### src/rtl/dm_pkg.sv
// Shared Differential Manchester frame definitions for the tx and rx paths.
package dm_pkg;

  typedef enum logic [1:0] {
    ST_IDLE,
    ST_PRE,
    ST_DATA
  } dm_state_t;

  localparam int DM_PREAMBLE_BITS = 4;

  function automatic int idx_w(input int n);
    return (n > 1) ? $clog2(n) : 1;
  endfunction

endpackage

### src/rtl/dm_halfbit_cnt.sv
// Loadable half-bit down-counter; tick marks the last cycle of a half-bit.
module dm_halfbit_cnt
  import dm_pkg::*;
#(
  parameter int W = 16
) (
  input  logic         clk,
  input  logic         rst_n,
  input  logic         load,
  input  logic         en,
  input  logic [W-1:0] div_q,
  output logic         tick
);

  logic [W-1:0] cnt;

  assign tick = en && (cnt == '0);

  always_ff @(posedge clk or negedge rst_n) begin
    if (!rst_n) begin
      cnt <= '0;
    end else if (load) begin
      cnt <= div_q;
    end else if (en) begin
      cnt <= (cnt == '0) ? div_q : cnt - W'(1);
    end
  end

endmodule

### src/rtl/dm_tx.sv
// Differential Manchester transmitter: preamble of ones, then LSB-first payload.
module dm_tx
  import dm_pkg::*;
#(
  parameter int COUNTER_WIDTH = 16,
  parameter int DATA_WIDTH    = 8,
  parameter int PREAMBLE_BITS = DM_PREAMBLE_BITS
) (
  input  logic                     clk,
  input  logic                     rst_n,
  input  logic [COUNTER_WIDTH-1:0] div,
  input  logic [DATA_WIDTH-1:0]    tx_data,
  input  logic                     tx_valid,
  output logic                     tx_ready,
  output logic                     dm_out,
  output logic                     tx_active,
  output logic                     tx_done
);

  localparam int NMAX =
    (PREAMBLE_BITS > DATA_WIDTH) ? PREAMBLE_BITS : DATA_WIDTH;
  localparam int BW = idx_w(NMAX);

  dm_state_t              state;
  logic [COUNTER_WIDTH-1:0] div_q;
  logic [DATA_WIDTH-1:0]  shift;
  logic [BW-1:0]          bit_idx;
  logic                   half;
  logic                   first;
  logic                   tick;
  logic                   busy;
  logic                   cur_bit;
  logic                   last_bit;

  assign busy    = (state != ST_IDLE);
  assign cur_bit = (state == ST_PRE) | shift[0];
  assign last_bit = (state == ST_PRE)
    ? (bit_idx == BW'(PREAMBLE_BITS - 1))
    : (bit_idx == BW'(DATA_WIDTH - 1));

  dm_halfbit_cnt #(.W(COUNTER_WIDTH)) u_cnt (
    .clk   (clk),
    .rst_n (rst_n),
    .load  (busy && first),
    .en    (busy && !first),
    .div_q (div_q),
    .tick  (tick)
  );

  always_ff @(posedge clk or negedge rst_n) begin
    if (!rst_n) begin
      state     <= ST_IDLE;
      dm_out    <= 1'b0;
      tx_ready  <= 1'b0;
      tx_active <= 1'b0;
      tx_done   <= 1'b0;
      div_q     <= '0;
      shift     <= '0;
      bit_idx   <= '0;
      half      <= 1'b0;
      first     <= 1'b0;
    end else begin
      tx_done <= 1'b0;
      unique case (state)
        ST_IDLE: begin
          tx_ready <= 1'b1;
          if (tx_valid && tx_ready) begin
            state     <= ST_PRE;
            tx_ready  <= 1'b0;
            tx_active <= 1'b1;
            shift     <= tx_data;
            div_q     <= div;
            bit_idx   <= '0;
            half      <= 1'b0;
            first     <= 1'b1;
          end
        end
        ST_PRE, ST_DATA: begin
          if (first) begin
            first  <= 1'b0;
            dm_out <= ~dm_out;
          end else if (tick) begin
            half <= ~half;
            if (!half) begin
              if (cur_bit) dm_out <= ~dm_out;
            end else if (last_bit) begin
              // last data bit closes the frame without a start toggle
              if (state == ST_PRE) begin
                state   <= ST_DATA;
                bit_idx <= '0;
                dm_out  <= ~dm_out;
              end else begin
                state     <= ST_IDLE;
                tx_active <= 1'b0;
                tx_done   <= 1'b1;
              end
            end else begin
              bit_idx <= bit_idx + BW'(1);
              dm_out  <= ~dm_out;
              if (state == ST_DATA) shift <= shift >> 1;
            end
          end
        end
        default: state <= ST_IDLE;
      endcase
    end
  end

endmodule

### config.mk
export PLATFORM = sky130hd
export DESIGN_NAME = dm_tx
export DESIGN_NICKNAME = d
export VERILOG_FILES = /design/src/rtl/dm_pkg.sv /design/src/rtl/dm_halfbit_cnt.sv /design/src/rtl/dm_tx.sv
export SDC_FILE = /design/constraint.sdc
export NUM_CORES = 1
export LEC_CHECK = 0
export BUFFER_PORTS_ARGS = -buffer_cell sky130_fd_sc_hd__buf_2
export CAP_MARGIN = 10
export CELL_PAD_IN_SITES_DETAIL_PLACEMENT = 0
export CELL_PAD_IN_SITES_GLOBAL_PLACEMENT = 1
export CORE_ASPECT_RATIO = 1.5
export CORE_MARGIN = 2
export CORE_UTILIZATION = 50
export CTS_CLUSTER_SIZE = 24
export DETAILED_ROUTE_END_ITERATION = 10
export PLACE_DENSITY = 0.88
export RECOVER_POWER = 100
export SLEW_MARGIN = 20
export SYNTH_ARGS = -nofsm -noshare
export SYNTH_HDL_FRONTEND = slang
export SYNTH_SLANG_ARGS = --single-unit
### constraint.sdc
create_clock -name clk -period 6.8 [get_ports clk]
set_input_delay 1.36 -clock clk [delete_from_list [all_inputs] [get_ports clk]]
set_output_delay 1.36 -clock clk [all_outputs]
set_load 0.05 [all_outputs]
==> results of run 1 <==
registers in the layout (all words and copies together), names as in the netlist, 2 cells and up:
name and cells:
div_q 16, u_cnt.cnt 16, shift 8, bit_idx 3, state 2
routing by layer:
metal | global-route usage, % | up-vias | share of wire [%] | routed length [um]
met4 | 10.42 | 0 | 3.3 | 184
met3 | 2.807 | 17 | 2.0 | 114
met5 | 0 | - | 0 | 0
li1 | - | 1026 | - | -
met2 | 33.33 | 31 | 52 | 2899
met1 | 24.39 | 1024 | 43 | 2411
stage by stage:
stage / area, um^2 / utilization [%] / setup WS, ps / power, mW
floorplan: 2809 / - / 3996 / 1.040
global placement: 3014 / 55.30 / 3179 / 1.168
detailed placement: 3014 / 55.30 / 3094 / 1.189
CTS: 3114 / 57.14 / 3423 / 1.379
global route: 3074 / 56.41 / 2638 / 1.466
finish: 3074 / 56.41 / 2950 / 1.354
logic make-up after synthesis:
group | Yosys count | share of synthesized area [%]
AO/OA/AOI/OAI | 60 | 15.41
XOR/XNOR | 3 | 0.9356
adder cells (fa/ha/maj) | 7 | 3.118
buffers and inverters | 24 | 3.297
flip-flops | 51 | 45.43
multiplexers | 37 | 14.79
AND/OR/NAND/NOR | 81 | 17.02
cells in the final DEF, fill, tap and decap left out, types with 3 or more instances in the layout:
cell type / n
buf_2: 26
mux2_2: 36
nor3_1: 8
inv_1: 10
a211o_1: 4
clkbuf_1: 7
clkbuf_8: 7
dfrtp_1: 51
o22a_1: 7
nand3_1: 12
nand2_1: 18
nor3b_1: 4
a21oi_1: 14
nor2b_1: 4
nor2_1: 6
o311ai_0: 3
or4_1: 6
xnor2_1: 3
o21ai_0: 12
and4_1: 3
o21a_1: 5
nand3b_1: 7
ha_1: 7
nand4_1: 3
report_power, final:
group	leakage (nW)	total [mW]	switching, mW	internal, mW
Combinational	0.574	0.607	0.318	0.289
Sequential	0.603	0.556	0.114	0.443
Clock	0.0515	0.191	0.0981	0.0930
Total	1.23	1.35	0.530	0.825
worst paths after layout:
kind | start | cells past startpoint | to
setup / recovery | tx_valid | 6 | shift[0]
hold / removal | dm_out | 1 | dm_out
setup reg to reg | state[0] | 7 | shift[0]
hold reg to reg | dm_out | 1 | dm_out
max in group asynchronous | rst_n | 2 | tx_ready
min in group asynchronous | rst_n | 2 | div_q[8]
cell type report:
class / count / area, um^2
inverters: 10 / 37.54
repair buffers: 33 / 160.2
clock buffers: 8 / 100.1
multi-input cells: 188 / 1413
flip-flops and latches: 51 / 1276
fillers: 538 / 2376
well taps: 70 / 87.58
==> results.ini, run 1 <==
[route]
drc=0
totalWireLength_um=5610
antenna_left=0
vias=2098
routedWlPerCell_um=15.58
drt_iter0_drc=59
vias_per_cell=5.828
drt-pass1-iter-count=4

[yosys]
syn-cell-area_um2=2809
ys_warn_count=0
ys_top_cells_by_count=dfrtp_1 (51), mux2_2 (36), nand2_1 (18)
ys_seq_area_share_pct=45.43
netlist_instances=263
synthDistinctLibCells=46
synthArstFlopShare_pct=100.0
ys.flop_type=dfrtp_1
ys_seq_elements=51
synth_area_leader_cell=dfrtp_1
synth_edf_count=0
synth_area_per_cell_um2=10.68
synth_top_area_share_pct=45.43
ys_top_cells_by_area=dfrtp_1 (45%), mux2_2 (14%), ha_1 (3.1%), nand2_1 (2.4%), a21oi_1 (2.3%)
synth.net_count=297
yosysMostFrequentCell=dfrtp_1

[timing]
clock-skew-final_ps=9.326
slew_viol_final=52
whs_ps=471.7
period_minus_slack_ps=3850
rsz0062_at_grt=false
clock.fmax_ghz=0.2598
worstMarginPinSlew_ps=2698
slew_headroom_pct=-79.87
hold_viol_final=0
fin_tns_setup_ps=0
finalCritPeriodShare_pct=56.61
setup_viol=0

[setup_path]
path_cells=buf_2 -> nand3_1 -> nor2_1 -> a21oi_1 -> a221oi_1 -> mux2_2
cp_top_family=simple AND/OR/NAND/NOR gates
reg2reg_slack_ps=3060
crit_required_ps=6990
end_kind=register
cp_slowest_cell=a221oi_1
crit_buf_inv=1
cpPeakStageDelay_ps=920
worstSetupPathType=in -> reg
startpoint_type=primary input
worstPathArrival_ps=4040
crit_fanout=19

[floorplan]
die_w_um=65.20
die_y_um=95.80
io_pins=31
core_area_um2=5450
die_area_um2=6246
placementRows=33
start_util_pct=51.54

[placement]
io_buffers=30
hpwlAfterDp_um=3896
place.gp.congestion=0.8485
dpl.cell_count=352

[global_route]
grt_pass1_wl_um=9556
track_usage_pct=19.75
grt_pass1_vias=2058
antenna_found_initial=0
grt-ovfl-total=0
grt_max_degree=52

[clock_tree]
cts.htree.levels=2
clkSinkCount=51
clock_path_buffers=2
cts_made_buffers=5
cts_setup_buffers=0
clockRootBuffer=clkbuf_8
clock_latency_ps=310
clk_pin_slew_ps=80
cts_hold_buf=0
cts_resized=0
cts_tree=done

[cells_and_area]
nNetsFinal=323
n_antenna_cell=0
final_cells=360
drive_gt1_share_pct=25.52
syn_to_final_growth_pct=9.443

[status]
violations=max-capacitance violations, max-slew violations
status=finished with violations

[flow_run]
drv_cap=1

[pwr]
peakVddDrop_v=0.0002503
p_leak_nw=1.229
power.density_nw_per_um2=440.6

[worst_hold_path]
min_path_type=reg -> reg

Power figures use the tool's default switching activity.
==> inputs of run 2 (changes only) <==
CORE_UTILIZATION = 46   (was 50)
PLACE_DENSITY = 0.82   (was 0.88)
clock period = 4.01 ns   (was 6.8 ns; I/O delays follow)
==> run 2 against run 1 <==
Against the previous run:
- the run still ends with max-capacitance violations, max-slew violations left
- core utilization is 3.9 points lower
- hold slack about the same
- clock skew is 4.3 ps lower
- critical path depth shrank 1
- flip-flop and latch count did not move
- combinational power up 71%
- clock-buffer cell count unchanged
- register-to-register slack worse by 1900 ps
- non-clock buffer count up 1
- global-route usage decreased by 0.24 points
- largest power group unchanged
==> results.ini, run 2 (synthesis results as in run 1) <==
[status]
status=finished with violations
violations=max-capacitance violations, max-slew violations

[route]
vias=2130
vias_per_cell=5.868
antenna_left=0
drt_iter0_drc=139
totalWireLength_um=5908
drt-pass1-iter-count=4
routedWlPerCell_um=16.28
drc=0

[pwr]
p_leak_nw=1.228
power.density_nw_per_um2=751.0
peakVddDrop_v=0.0004682

[floorplan]
io_pins=31
die_y_um=99.71
die_w_um=67.81
die_area_um2=6761
start_util_pct=47.85
placementRows=34
core_area_um2=5871

[global_route]
grt_max_degree=29
track_usage_pct=19.52
grt-ovfl-total=0
grt_pass1_wl_um=10020
grt_pass1_vias=2118
antenna_found_initial=0

[setup_path]
worstSetupPathType=reg -> reg
cp_slowest_cell=nor4_1
path_cells=nor3_1 -> nand4_1 -> nor4_1 -> a21oi_1 -> a221o_1
crit_fanout=7
startpoint_type=register
end_kind=register
worstPathArrival_ps=3010
crit_required_ps=4210
cpPeakStageDelay_ps=1000

[cells_and_area]
reg.largest.list=div_q: 16 flops, u_cnt.cnt: 16 flops, shift: 8 flops
final_cell_mix=dfrtp_1 (51), mux2_2 (36), buf_2 (25)
fin_util_pct=52.49
design_area_um2=3082
area.sequential_um2=1276
final_common_cell=dfrtp_1
n_antenna_cell=0
drive_gt1_share_pct=25.09
nFillCells=562
multi_input_area_um2=1415
syn_to_final_growth_pct=9.711
nNetsFinal=324

[clock_tree]
cts.htree.levels=2
cts_hold_buf=0
cts_setup_buffers=0
clkSinkCount=51
clk_pin_slew_ps=90
clockRootBuffer=clkbuf_8
clock_path_buffers=2
cts_tree=done
cts_made_buffers=5
cts_resized=0
clock_latency_ps=310

[timing]
slew_headroom_pct=-1.841
rsz0062_at_grt=false
hold_viol_final=0
setup_viol=0
worstMarginPinSlew_ps=1528
finalCritPeriodShare_pct=70.29
fin_tns_setup_ps=0
clock.fmax_ghz=0.3548
period_minus_slack_ps=2819
slew_viol_final=29
clock-skew-final_ps=5.033

[placement]
io_buffers=30
hpwlAfterDp_um=4259
placed_cell_area_um2=3024
place.gp.congestion=0.8047

[flow_run]
drv_cap=1

[worst_hold_path]
min_path_type=reg -> reg

run 2: cell count changes in the layout (fill, tap and decap cells not counted):
cell	before	now
clkbuf_1	7	9
a221oi_1	1	0
a221oi_4	0	1
buf_2	26	25
nor4_1	2	3
nor4_4	1	0
run 2: report_power, final:
| part | internal [mW] | switching, mW | total, mW |
|---|---|---|---|
| registers | 0.751 | 0.195 | 0.946 |
| clock network | 0.158 | 0.169 | 0.327 |
| logic | 0.497 | 0.544 | 1.04 |
| total | 1.41 | 0.909 | 2.31 |
run 2: final cells by class:
cell class,count,area share (%)
well taps,72,2.923
inverters,10,1.218
flip-flops and latches,51,41.41
repair buffers,34,5.278
clock buffers,8,3.248
multi-input cells,188,45.92
run 2: worst max-delay path, delay by kind of cell, from the launching register on:
| family | cells | cell delay, ps |
|---|---|---|
| and+or+nand+nor | 3 | 1800 |
| DFF | 1 | 440 |
| AOI/OAI and AO/OA | 2 | 470 |
run 2: worst paths after layout:
path,start,to,slack [ps],depth (start not counted)
min,dm_out,dm_out,470,1
max in group asynchronous,rst_n,dm_out,1250,2
min in group asynchronous,rst_n,div_q[7],850,1
max reg2reg,u_cnt.cnt[8],bit_idx[2],1190,5
min reg2reg,dm_out,dm_out,470,1
max,u_cnt.cnt[8],bit_idx[2],1190,5
run 2: through the flow:
step	total power, mW	cells	hold WS (ps)	worst slack [ps]
2_1_floorplan	1.764	263	470.8	1734
3_3_place_gp	1.998	355	457.1	1377
3_5_place_dp	2.025	355	458.6	1319
4_1_cts	2.356	363	475.2	1302
5_1_grt	2.498	363	511.6	649.8
6_report	2.314	363	471.9	1191
run 2: routing by layer:
| metal | vias to the layer above | part of all wire, % | wire length [um] | global-route usage (%) |
|---|---|---|---|---|
| li1 | 1035 | - | - | - |
| met1 | 1067 | 41 | 2427 | 23.53 |
| met2 | 22 | 55 | 3256 | 34.31 |
| met3 | 6 | 2.1 | 124 | 3.054 |
| met4 | 0 | 1.7 | 100 | 6.923 |
| met5 | - | 0 | 0 | 0 |
